### src/rtl/muldiv_pkg.sv
// Shared definitions for the iterative multiply/divide unit: op codes,
// FSM states and the default datapath width.
package muldiv_pkg;

  localparam int MD_WIDTH = 32;

  localparam logic [2:0] OP_MULT  = 3'b000;
  localparam logic [2:0] OP_MULTU = 3'b001;
  localparam logic [2:0] OP_DIV   = 3'b010;
  localparam logic [2:0] OP_DIVU  = 3'b011;
  localparam logic [2:0] OP_MTHI  = 3'b100;
  localparam logic [2:0] OP_MTLO  = 3'b101;

  typedef enum logic [1:0] {
    IDLE,
    CALC,
    FIX
  } state_t;

endpackage

### src/rtl/muldiv_if.sv
// Issue/result bundle between the EX stage and the multiply/divide unit.
// The master issues operations; the slave is the unit itself.
interface muldiv_if import muldiv_pkg::*; #(parameter int WIDTH = MD_WIDTH);

  logic             start;
  logic [2:0]       op;
  logic [WIDTH-1:0] a;
  logic [WIDTH-1:0] b;
  logic             flush;
  logic             busy;
  logic             done;
  logic [WIDTH-1:0] hi;
  logic [WIDTH-1:0] lo;

  modport master (output start, op, a, b, flush, input busy, done, hi, lo);
  modport slave  (input start, op, a, b, flush, output busy, done, hi, lo);

endinterface

### src/rtl/muldiv_addsub.sv
// Shared adder: multiply accumulate when sub=0, divide trial subtract when
// sub=1. For subtraction, carry=1 means x >= y (no borrow).
module muldiv_addsub #(parameter int W = 33) (
  input  logic [W-1:0] x,
  input  logic [W-1:0] y,
  input  logic         sub,
  output logic [W-1:0] sum,
  output logic         carry
);

  logic [W:0] full;

  assign full  = {1'b0, x} + {1'b0, (sub ? ~y : y)} + {{W{1'b0}}, sub};
  assign sum   = full[W-1:0];
  assign carry = full[W];

endmodule

### src/rtl/muldiv_unit.sv
// Iterative MULT/MULTU/DIV/DIVU with architectural HI/LO, plus MTHI/MTLO.
// Works on magnitudes for WIDTH cycles, then applies signs in FIX.
module muldiv_unit import muldiv_pkg::*; #(parameter int WIDTH = MD_WIDTH) (
  input logic     clk,
  input logic     rst_n,
  muldiv_if.slave bus
);

  localparam int CNT_W = $clog2(WIDTH) + 1;

  state_t             state, state_next;
  logic [CNT_W-1:0]   count;
  logic [WIDTH-1:0]   acc_hi, acc_lo, divisor, raw_a;
  logic               is_div, neg_q, neg_r, div_zero;
  logic [WIDTH-1:0]   hi_r, lo_r;
  logic               done_r;

  logic               accept, op_signed;
  logic [WIDTH-1:0]   mag_a, mag_b;
  logic [WIDTH:0]     as_x, as_y, as_sum, mul_step;
  logic               as_carry;
  logic [2*WIDTH-1:0] product;
  logic [WIDTH-1:0]   hi_fix, lo_fix;

  assign accept    = (state == IDLE) && bus.start && !bus.flush;
  assign op_signed = ~bus.op[0];
  assign mag_a     = (op_signed && bus.a[WIDTH-1]) ? -bus.a : bus.a;
  assign mag_b     = (op_signed && bus.b[WIDTH-1]) ? -bus.b : bus.b;

  // Divide shifts the next dividend bit into the remainder before the
  // trial subtract; multiply adds the multiplicand to the upper half.
  assign as_x     = is_div ? {acc_hi, acc_lo[WIDTH-1]} : {1'b0, acc_hi};
  assign as_y     = {1'b0, divisor};
  assign mul_step = acc_lo[0] ? as_sum : as_x;

  muldiv_addsub #(.W(WIDTH + 1)) u_addsub (
    .x     (as_x),
    .y     (as_y),
    .sub   (is_div),
    .sum   (as_sum),
    .carry (as_carry)
  );

  always_comb begin
    product = {acc_hi, acc_lo};
    if (neg_q) product = -product;
    if (!is_div) begin
      {hi_fix, lo_fix} = product;
    end else if (div_zero) begin
      hi_fix = raw_a;
      lo_fix = '1;
    end else begin
      lo_fix = neg_q ? -acc_lo : acc_lo;
      hi_fix = neg_r ? -acc_hi : acc_hi;
    end
  end

  always_comb begin
    state_next = state;
    unique case (state)
      IDLE:    if (accept && !bus.op[2]) state_next = CALC;
      CALC:    if (bus.flush) state_next = IDLE;
               else if (count == CNT_W'(WIDTH - 1)) state_next = FIX;
      FIX:     state_next = IDLE;
      default: state_next = IDLE;
    endcase
  end

  always_ff @(posedge clk or negedge rst_n) begin
    if (!rst_n) begin
      state    <= IDLE;
      count    <= '0;
      acc_hi   <= '0;
      acc_lo   <= '0;
      divisor  <= '0;
      raw_a    <= '0;
      is_div   <= 1'b0;
      neg_q    <= 1'b0;
      neg_r    <= 1'b0;
      div_zero <= 1'b0;
      hi_r     <= '0;
      lo_r     <= '0;
      done_r   <= 1'b0;
    end else begin
      state  <= state_next;
      done_r <= 1'b0;
      unique case (state)
        IDLE: if (accept) begin
          if (!bus.op[2]) begin
            count    <= '0;
            acc_hi   <= '0;
            acc_lo   <= mag_a;
            divisor  <= mag_b;
            raw_a    <= bus.a;
            is_div   <= bus.op[1];
            neg_q    <= op_signed && (bus.a[WIDTH-1] ^ bus.b[WIDTH-1]);
            neg_r    <= op_signed && bus.a[WIDTH-1];
            div_zero <= (bus.b == '0);
          end else if (bus.op == OP_MTHI) begin
            hi_r <= bus.a;
          end else if (bus.op == OP_MTLO) begin
            lo_r <= bus.a;
          end
        end
        CALC: if (!bus.flush) begin
          count <= count + CNT_W'(1);
          if (is_div) begin
            acc_hi <= as_carry ? as_sum[WIDTH-1:0] : as_x[WIDTH-1:0];
            acc_lo <= {acc_lo[WIDTH-2:0], as_carry};
          end else begin
            acc_hi <= mul_step[WIDTH:1];
            acc_lo <= {mul_step[0], acc_lo[WIDTH-1:1]};
          end
        end
        FIX: if (!bus.flush) begin
          hi_r   <= hi_fix;
          lo_r   <= lo_fix;
          done_r <= 1'b1;
        end
        default: ;
      endcase
    end
  end

  assign bus.busy = (state != IDLE);
  assign bus.done = done_r;
  assign bus.hi   = hi_r;
  assign bus.lo   = lo_r;

endmodule

### src/flat_wrapper.sv
// flat-port wrapper written by rule: the top's interface ports become plain ports
module muldiv_unit_flat import muldiv_pkg::*;
#(parameter int WIDTH = MD_WIDTH)
  (clk, rst_n, bus_start, bus_op, bus_a, bus_b, bus_flush, bus_busy, bus_done, bus_hi, bus_lo);
  muldiv_if #(.WIDTH(WIDTH)) bus_i ();
  input logic clk;
  input logic rst_n;
  input wire logic [$bits(bus_i.start)-1:0] bus_start;
  input wire logic [$bits(bus_i.op)-1:0] bus_op;
  input wire logic [$bits(bus_i.a)-1:0] bus_a;
  input wire logic [$bits(bus_i.b)-1:0] bus_b;
  input wire logic [$bits(bus_i.flush)-1:0] bus_flush;
  output wire logic [$bits(bus_i.busy)-1:0] bus_busy;
  output wire logic [$bits(bus_i.done)-1:0] bus_done;
  output wire logic [$bits(bus_i.hi)-1:0] bus_hi;
  output wire logic [$bits(bus_i.lo)-1:0] bus_lo;
  assign bus_i.start = bus_start;
  assign bus_i.op = bus_op;
  assign bus_i.a = bus_a;
  assign bus_i.b = bus_b;
  assign bus_i.flush = bus_flush;
  assign bus_busy = bus_i.busy;
  assign bus_done = bus_i.done;
  assign bus_hi = bus_i.hi;
  assign bus_lo = bus_i.lo;
  muldiv_unit #(.WIDTH(WIDTH)) u_core (.clk(clk), .rst_n(rst_n), .bus(bus_i));
endmodule
### config.mk
export PLATFORM = sky130hd
export DESIGN_NAME = muldiv_unit_flat
export DESIGN_NICKNAME = d
export VERILOG_FILES = /design/src/rtl/muldiv_pkg.sv /design/src/rtl/muldiv_if.sv /design/src/rtl/muldiv_addsub.sv /design/src/rtl/muldiv_unit.sv /design/src/flat_wrapper.sv
export SDC_FILE = /design/constraint.sdc
export NUM_CORES = 1
export LEC_CHECK = 0
export CAP_MARGIN = 20
export CORE_ASPECT_RATIO = 0.5
export CORE_MARGIN = 2
export CORE_UTILIZATION = 45
export DETAILED_ROUTE_END_ITERATION = 6
export PLACE_DENSITY_LB_ADDON = 0.15
export SYNTH_ARGS = -nofsm -noshare
export SYNTH_HDL_FRONTEND = slang
export SYNTH_HIERARCHICAL = 1
export SYNTH_SLANG_ARGS = --single-unit
export TNS_END_PERCENT = 100
### constraint.sdc
create_clock -name clk -period 5.2 [get_ports clk]
set_input_delay 1.04 -clock clk [delete_from_list [all_inputs] [get_ports clk]]
set_output_delay 1.04 -clock clk [all_outputs]
set_load 0.02 [all_outputs]
==> results by stage, run 1 <==
Setup path:
- The maximum fanout count along the critical path is 45.
- For the worst setup path, the data required time is 5.63 ns.
- The critical path in this run is classified as flip-flop to flip-flop.
- STA classifies the critical path endpoint as a flip-flop.
- The worst setup path is launched from a flip-flop.
- For the worst setup path, the data arrival time is 4.95 ns.

Pwr:
- In this run the static leakage power is 7.75 nW.
- IR analysis of the VDD net gives a maximum drop of 0.000239 V.
- The design internal power is 5.07 mW.
- The clock network is responsible for 19.2% of the overall power.
- The share of total power in sequential cells is 27.8%.
- Combinational logic burns about 53% of the power.
- In this run the power spent charging and discharging nets is around 4.3 mW.
- The completed layout was analyzed and its total power is 9.39 mW.
- For this design the ratio of total power to cell area is 492 nW/um^2.
- The share of total power consumed by net switching is 46.0%.

Clock tree:
- The depth of the CTS H-tree is 1.
- The total clock buffers created by CTS is 23.
- The number of buffers added to fix hold violations after cts is 0.
- The clock tree root buffer cell is clkbuf_16.
- In this run the post-CTS setup repair buffer count came out at 0.
- After clock tree synthesis, the repair step resized 0 gates.
- The later pin in the worst-skew pair is clocked with a latency of approximately 0.56 ns.
- After clock tree synthesis, the clock-pin slew on the worst setup and hold paths is approximately 0.070 ns.
- Counting along the longest clock path gives a buffer depth of 3.
- Clock tree synthesis found a total of 205 sinks.
- The CTS tree is yes.

Placement:
- The total half-perimeter wirelength after legalization and detailed placement is just over 40000 um.
- The number of buffers inserted by port buffering is about 140.
- The worst setup slack after placement is 0.746 ns.
- At the end of routability-driven placement, the weighted congestion stood at 0.936.

Timing:
- Setup violations remaining at the end of the flow were counted as 0.
- In the finished design, the share of the clock period the worst path needs comes to 86.8%.
- On the final layout, the worst hold slack is 0.477 ns.
- The upper clock frequency limit is 0.221 GHz.
- Setup repair after global routing left no endpoint under its margin.
- The number of max-slew violations in the final report is 0.
- The worst setup skew after layout is 0.0129 ns.
- The worst pin sits at a relative slew slack of between 20 and 25%.
- The time the final worst path needs with I/O delays and setup is about 4.5 ns.
- Summed over all failing endpoints, the final setup total negative slack is 0 ns.
- The slew of the pin with the lowest slew margin is 1.18 ns.
- The final worst slack is 0.684 ns.
- The count of final hold-check violations is 0.

Routing:
- The number of iterations in the first detailed-routing pass is 5.
- The final layout contains routed wiring with a total length of approximately 57000 um.
- Using the TritonRoute via totals, the vias-per-cell ratio works out to about 6.3.
- The count of nets left with antenna violations after detail routing is 0.
- After detailed routing, the number of remaining DRC violations is 0.
- In this run, the number of DRC markers left after iteration 0 of detailed routing was 1880.
- The per-cell routed wire length is 21.8 um.
- The via count of the routed design is 16400.

Cells and area:
- The layout has 3506 filler cells.
- Summing all flip-flop and latch instances after layout gives roughly 5000 sq um.
- The number of inserted diodes is 0.
- In the final layout, the multi-input gates occupy about 11000 sq um.
- The utilization of the core after routing is 52.8%.
- The ratio of cells with drive above 1 in the final layout is 6.80%.
- From synthesis to final layout, the design area changed by 15.2%.
- Leaving out fill and tap cells, the most frequent cell in the layout is nand2_1.
- The top cell types in the final layout, fill and taps aside, are nand2_1, dfrtp_1, o21ai_0.
- For this run, the post-layout net count is 2225.

Logic synthesis:
- After synthesis, the netlist uses 88 different library cells.
- For this run, asynchronously set or reset flops after synthesis account for 100%.
- The number of synthesized register bits is about 200.
- The biggest area contributor in the post-synthesis netlist is dfrtp_1.
- In this run, synthesis inferred 0 flip-flops with an integrated enable.
- Synthesis produced a netlist whose cell count is 2095.
- The number of warning messages in the yosys log is 6.
- The share of the synthesized area in the top cell type is 31.0%.
- The number of nets produced by synthesis is approximately 2200.
- The synthesized area per cell is 7.91 sq um.
- After synthesis, flip-flops and latches occupy 31.0% of the total area.
- By area the synthesized netlist is led by dfrtp_1, nand2_1, o21ai_0.
- The post-synthesis instance area is 16600 sq um.
- The dominant synthesized flop cell is dfrtp_1.

Outcome:
- The flow ran to the end, and the final reports show no timing, DRC or antenna violations.

Die:
- The floorplan step set the die height to 140 um.
- For this configuration, the core starts out at a cell density of 45.9%.
- The area inside the core boundary is 36100 sq um.
- After floorplanning, the core was divided into 49 placement rows.
- Measured along the x axis, the die boundary spans 275 um.
- The floorplan step defined a die boundary enclosing 38500 sq um.
- 137 I/O pins were placed.

Flow run:
- The reported max-cap violation count is 0.

GRT:
- The number of antenna violations at the first check in global routing is 1.
- The total global routing overflow is 0.
- Across every metal layer, demand over resource in global routing totals 29.3%.
- The first global-routing pass estimated 89200 um of wire.
- The number of global-route vias before repair was roughly 15000.
- The pin count of the biggest net entering global routing is 99.

Hold path:
- The class of the most critical hold timing path is flip-flop to flip-flop.
==> synth_stat cells, drive strengths merged, types with 27 or more instances <==
library cell  count
a21oi           111
a32o             27
buf              29
clkbuf          155
dfrtp           205
ha               37
mux2i            95
nand2           365
nand3            44
nor2            122
nor3             51
nor4             34
o21ai           197
or3              37
xnor2            66
xor2            102
==> cell type report <==
class | instances | area share, %
multi-input combinational | 1679 | 56.0
clock buffer | 33 | 3.53
sequential | 205 | 26.9
tap | 484 | 3.17
clock inverter | 9 | 0.735
inverter | 27 | 0.531
timing repair buffer | 180 | 9.15
==> through the flow <==
stage               cells  area (sq um)
floorplan            2095         16600
global placement     2575         18300
detailed placement   2575         18300
CTS                  2617         19100
global route         2617         19100
finish               2617         19100
==> power by group through the flow <==
stage	logic, mW	clock network [mW]	registers (mW)
after global placement	4.85	0	2.61
after floorplan	3.54	0	2.41
final	4.98	1.80	2.61
after CTS	4.89	1.82	2.59
after global routing	5.44	1.90	2.67
after detailed placement	4.87	0	2.61
==> path summary, 6_finish.rpt <==
check,startpoint,end,slack [ns],cells past startpoint
worst max-delay path,u_core/is_div,u_core/acc_hi[17],0.68,13
worst min-delay path,u_core/bus.lo[11],u_core/bus.lo[11],0.48,2
worst max register to register,u_core/is_div,u_core/acc_hi[17],0.68,13
worst min register to register,u_core/bus.lo[11],u_core/bus.lo[11],0.48,2
max in group asynchronous,rst_n,u_core/bus.lo[25],3.53,2
min in group asynchronous,rst_n,u_core/divisor[3],0.54,1
==> worst max-delay path: stages (launching register included) <==
cell and delay [ns]:
dfrtp_4 0.51, buf_12 0.25, mux2_2 0.37, ha_1 0.36, a21o_2 0.28, a2111oi_4 0.31, or3_4 0.21, o21ai_2 0.11
o21ai_4 0.32, nor2_1 0.08, or3_2 0.90, nand2_1 0.22, o211ai_1 0.12, a32o_1 0.31
==> registers in the layout, indices dropped and copies added, names as in the netlist <==
register         count
u_core/count         6
u_core/state         2
u_core/bus.hi       32
u_core/acc_hi       32
u_core/neg_q         1
u_core/div_zero      1
u_core/bus.done      1
u_core/raw_a        32
u_core/divisor      32
u_core/neg_r         1
u_core/is_div        1
u_core/bus.lo       32
u_core/acc_lo       32
==> cells by family (layout without fill, tap and decap cells) <==
logic type      after synthesis  in the layout  share of synthesized area [%]
compound gates              575            575                           22.7
xor+xnor                    168            168                           8.88
fa+ha+maj                    38             38                           2.92
buf+inv                     211            249                           4.92
flops                       205            205                           31.0
mux                         119            119                           7.39
other cells                   1              1                         0.0226
simple gates                778            778                           22.2
==> per-layer routing <==
metal	global-route usage (%)	share of wire [%]	wire length, um	vias up
li1	-	-	-	7651
met1	45.0	46	26400	7805
met2	41.7	42	23700	802
met3	5.33	9.6	5450	108
met4	7.43	2.5	1450	0
met5	0	0	0	-
Power figures use the tool's default switching activity.
==> run 2, diff against run 1 <==
--- a/config.mk
+++ b/config.mk
@@ -5,7 +5,7 @@
 export SDC_FILE = /design/constraint.sdc
 export NUM_CORES = 1
 export LEC_CHECK = 0
-export CAP_MARGIN = 20
+export CAP_MARGIN = 5
 export CORE_ASPECT_RATIO = 0.5
 export CORE_MARGIN = 2
 export CORE_UTILIZATION = 45
==> results of run 2 <==
The final DEF is identical to that of run 1; final timing and power are the same.
==> run 3, diff against run 2 <==
--- a/config.mk
+++ b/config.mk
@@ -10,6 +10,7 @@
 export CORE_MARGIN = 2
 export CORE_UTILIZATION = 45
 export DETAILED_ROUTE_END_ITERATION = 6
+export DONT_BUFFER_PORTS = 1
 export PLACE_DENSITY_LB_ADDON = 0.15
 export SYNTH_ARGS = -nofsm -noshare
 export SYNTH_HDL_FRONTEND = slang
==> run 3 against run 2 <==
- largest power group unchanged
- power decreased by 4.8%
- clock power hardly changed
- die area did not move
- wire length down 0.33%
- critical path type unchanged
- non-clock buffer count shrank 142
- setup slack improved by 0.11 ns
- critical endpoint is now u_core/acc_hi[12]
- count of clock-buffer cells in the layout is 5 lower
==> results by stage, run 3 (synthesized netlist as in run 1, its figures left out) <==
GRT:
- The number of antenna violations at the first check in global routing is 1.
- The global-route usage over all layers is 29.5%.
- The first global-routing pass estimated 89400 um of wire.
- Entering global routing, the biggest net connects 206 pins.
- The number of global-route vias before repair came to 14800.
- The total global routing overflow is 0.

Timing:
- The number of max-slew violations in the final report was 0.
- The worst slew margin relative to its limit is 18.2%.
- The count of final hold-check violations is 0.
- Setup total negative slack on the finished layout was measured at 0 ns.
- The slew of the pin with the lowest slew margin is 1.22 ns.
- Setup violations remaining at the end of the flow were counted as 0.
- The upper clock frequency limit is about 0.23 GHz.
- The share of the clock period used by the worst path is roughly 85%.
- The worst setup skew after layout is 0.0332 ns.
- The time the final worst path needs with I/O delays and setup is 4.41 ns.
- Setup repair after global routing left no endpoint under its margin.

Routing:
- Using the TritonRoute via totals, the vias-per-cell ratio works out to 6.33.
- The first TritonRoute pass finished after 5 iterations.
- The per-cell routed wire length is roughly 23 um.
- For this block, the via count after detailed routing is 15700.
- The number of DRC violations after detailed routing is 0.
- The initial DRC count is 1908.
- The total length of routed wires is about 57000 um.
- The count of nets left with antenna violations after detail routing is 0.

Cells and area:
- The layout net count is roughly 2100.
- Of the cells placed in the final design, the portion with a size suffix greater than 1 is 7.18%.
- Measured on the finished design, the core utilization comes to 48.7%.
- The repair_antennas step left the layout with diodes totalling 0.
- The top cell types in the final layout, fill and taps aside, are nand2_1, dfrtp_1, o21ai_0.
- The area overhead of the layout relative to synthesis is 6.26%.
- The commonest non-fill, non-tap cell in the layout is nand2_1.

Hold path:
- The path class of the tightest hold or removal check is primary input to async pin.

Placement:
- Routability-driven placement finished with a final weighted congestion of 0.914.
- The number of buffers inserted by port buffering is 0.
- Detailed placement finished with a half-perimeter wire length of 39600 um.

Pwr:
- The switching component of the power is ~4.2 mW.
- The static leakage is 7.16 nW.
- Of the total power, the share spent switching nets is 47.2%.
- In this run the power density over the cells is 508 nW/um^2.
- Combinational cells account for between 40% and 50% of the total power.
- The proportion of power drawn by the clock network is 19.9%.
- The design internal power is 4.72 mW.
- The highest ir drop seen on vdd is 0.000229 V.
- Sequential cells burn 31.7% of the power.

Setup path:
- The maximum fanout count along the critical path is 50.
- The startpoint identified for the worst register-to-register timing path is u_core/is_div.
- For the worst setup path, the data arrival time is 4.85 ns.
- The peak per-stage delay on the critical path is 0.78 ns.
- The cell with the biggest individual delay on the critical path is dfrtp_4.
- In this run the register-to-register setup slack is roughly 0.79 ns.
- The kind of critical path is flip-flop to flip-flop.
- STA classifies the critical path endpoint as a flip-flop.
- The cell type with the highest occurrence count on the critical path is buf_4.
- Data on the critical path is required at its endpoint by 5.64 ns.
- The signal on the critical path passes through buf_4 > xor2_1 > ha_1 > a21oi_1 > o21ai_0 > o21bai_1 > or2_2 > o21ai_4 > nor2_1 > or3_2 > buf_4 > mux2i_1 > nand2_1 > a32o_1.
- The startpoint type of the worst setup path is a flip-flop.
- The endpoint identified for the worst register-to-register timing path is u_core/acc_hi[12].
- The worst register-to-register path has a depth of 14.

Clock tree:
- Clock latency on the worst-skew pair, taken at its later pin, is approximately 0.57 ns.
- The tree is rooted in a clkbuf_16.
- The number of gates given a new drive strength after cts is 0.
- The clock passes through at most 3 buffers.
- The number of setup buffers added after CTS is 0.
- The number of clock sinks seen by CTS is ~210.
- The clock input transition at the sequential cells of the worst setup and hold paths is ~0.070 ns.
- In this run, post-CTS hold repair placed 0 buffers.
- TritonCTS created 23 clock buffers.
- In this run the number of H-tree levels came out at 1.
- TritonCTS built the clock tree.

Die:
- The x dimension of the die is 275 um.
- The starting utilization of the core area is 45.9%.
- The floorplan step defined a die boundary enclosing 38500 sq um.
- In this run the core area contains between 40 and 50 standard-cell rows.
- The floorplan step set the die height to 140 um.
- The area inside the core boundary is 36100 sq um.
- around 140 I/O pins were placed.

Flow run:
- Across the run, the number of max-cap violations was 0.

Outcome:
- The run finished with clean final reports.
## run 3: cell types whose count changed in the layout (fill, tap and decap cells not counted), sizes merged
cell           before  now
bufinv              3    2
clkinv              4    7
clkinvlp            2    5
clkdlybuf4s50     135    0
clkbuf             34   28
buf                44   38
## run 3: worst max-delay path: cells and delay by family, from the launching register on
kind                     cells  cell delay [ns]
AND/OR/NAND/NOR              4             0.91
buffers and inverters        2             0.76
XOR/XNOR                     1             0.18
AO/OA/AOI/OAI                5             1.08
multiplexers                 1             0.22
adder cells (fa/ha/maj)      1             0.30
flip-flops                   1             0.78
## run 3: per-stage QoR
stage	area [sq um]	total power [mW]	instances	hold slack, ns	worst slack, ns
3_5_place_dp	16800	7.09	2433	0.454	0.803
3_3_place_gp	16800	7.06	2433	0.460	0.844
4_1_cts	17600	8.87	2475	0.168	0.787
2_1_floorplan	16600	5.95	2095	0.437	0.506
5_1_grt	17600	9.56	2475	0.167	0.441
6_report	17600	8.94	2475	0.185	0.792
## run 3: area by class of cell
cell class              instances  area (sq um)
fillers                      3576         18500
multi-input cells            1679         10700
flip-flops and latches        205          5140
clock buffers                  28           644
well taps                     484           606
repair buffers                 38           285
clock inverters                14           155
inverters                      27           101
## run 3: metal layers
metal | track usage, % | part of all wire [%] | wire (um)
met1 | 44.4 | 47 | 26500
met2 | 42.1 | 41 | 23300
met3 | 6.51 | 9.5 | 5380
met4 | 7.97 | 3.0 | 1690
met5 | 0 | 0 | 0
## run 3: worst max path at each step
stage | startpoint | cells past startpoint | to
3_3_place_gp | u_core/is_div | 14 | u_core/acc_hi[12]
5_1_grt | u_core/is_div | 15 | u_core/acc_lo[0]
2_1_floorplan | u_core/is_div | 18 | u_core/acc_hi[29]
4_1_cts | u_core/is_div | 14 | u_core/acc_hi[18]
3_5_place_dp | u_core/is_div | 14 | u_core/acc_hi[11]
6_report | u_core/is_div | 14 | u_core/acc_hi[12]
## run 3: power by group through the flow
| stage | logic [mW] | clock network [mW] | registers [mW] |
|---|---|---|---|
| global placement | 4.23 | 0 | 2.83 |
| detailed placement | 4.24 | 0 | 2.84 |
| CTS | 4.26 | 1.80 | 2.82 |
| floorplan | 3.54 | 0 | 2.41 |
| finish | 4.33 | 1.78 | 2.84 |
| global route | 4.79 | 1.87 | 2.90 |
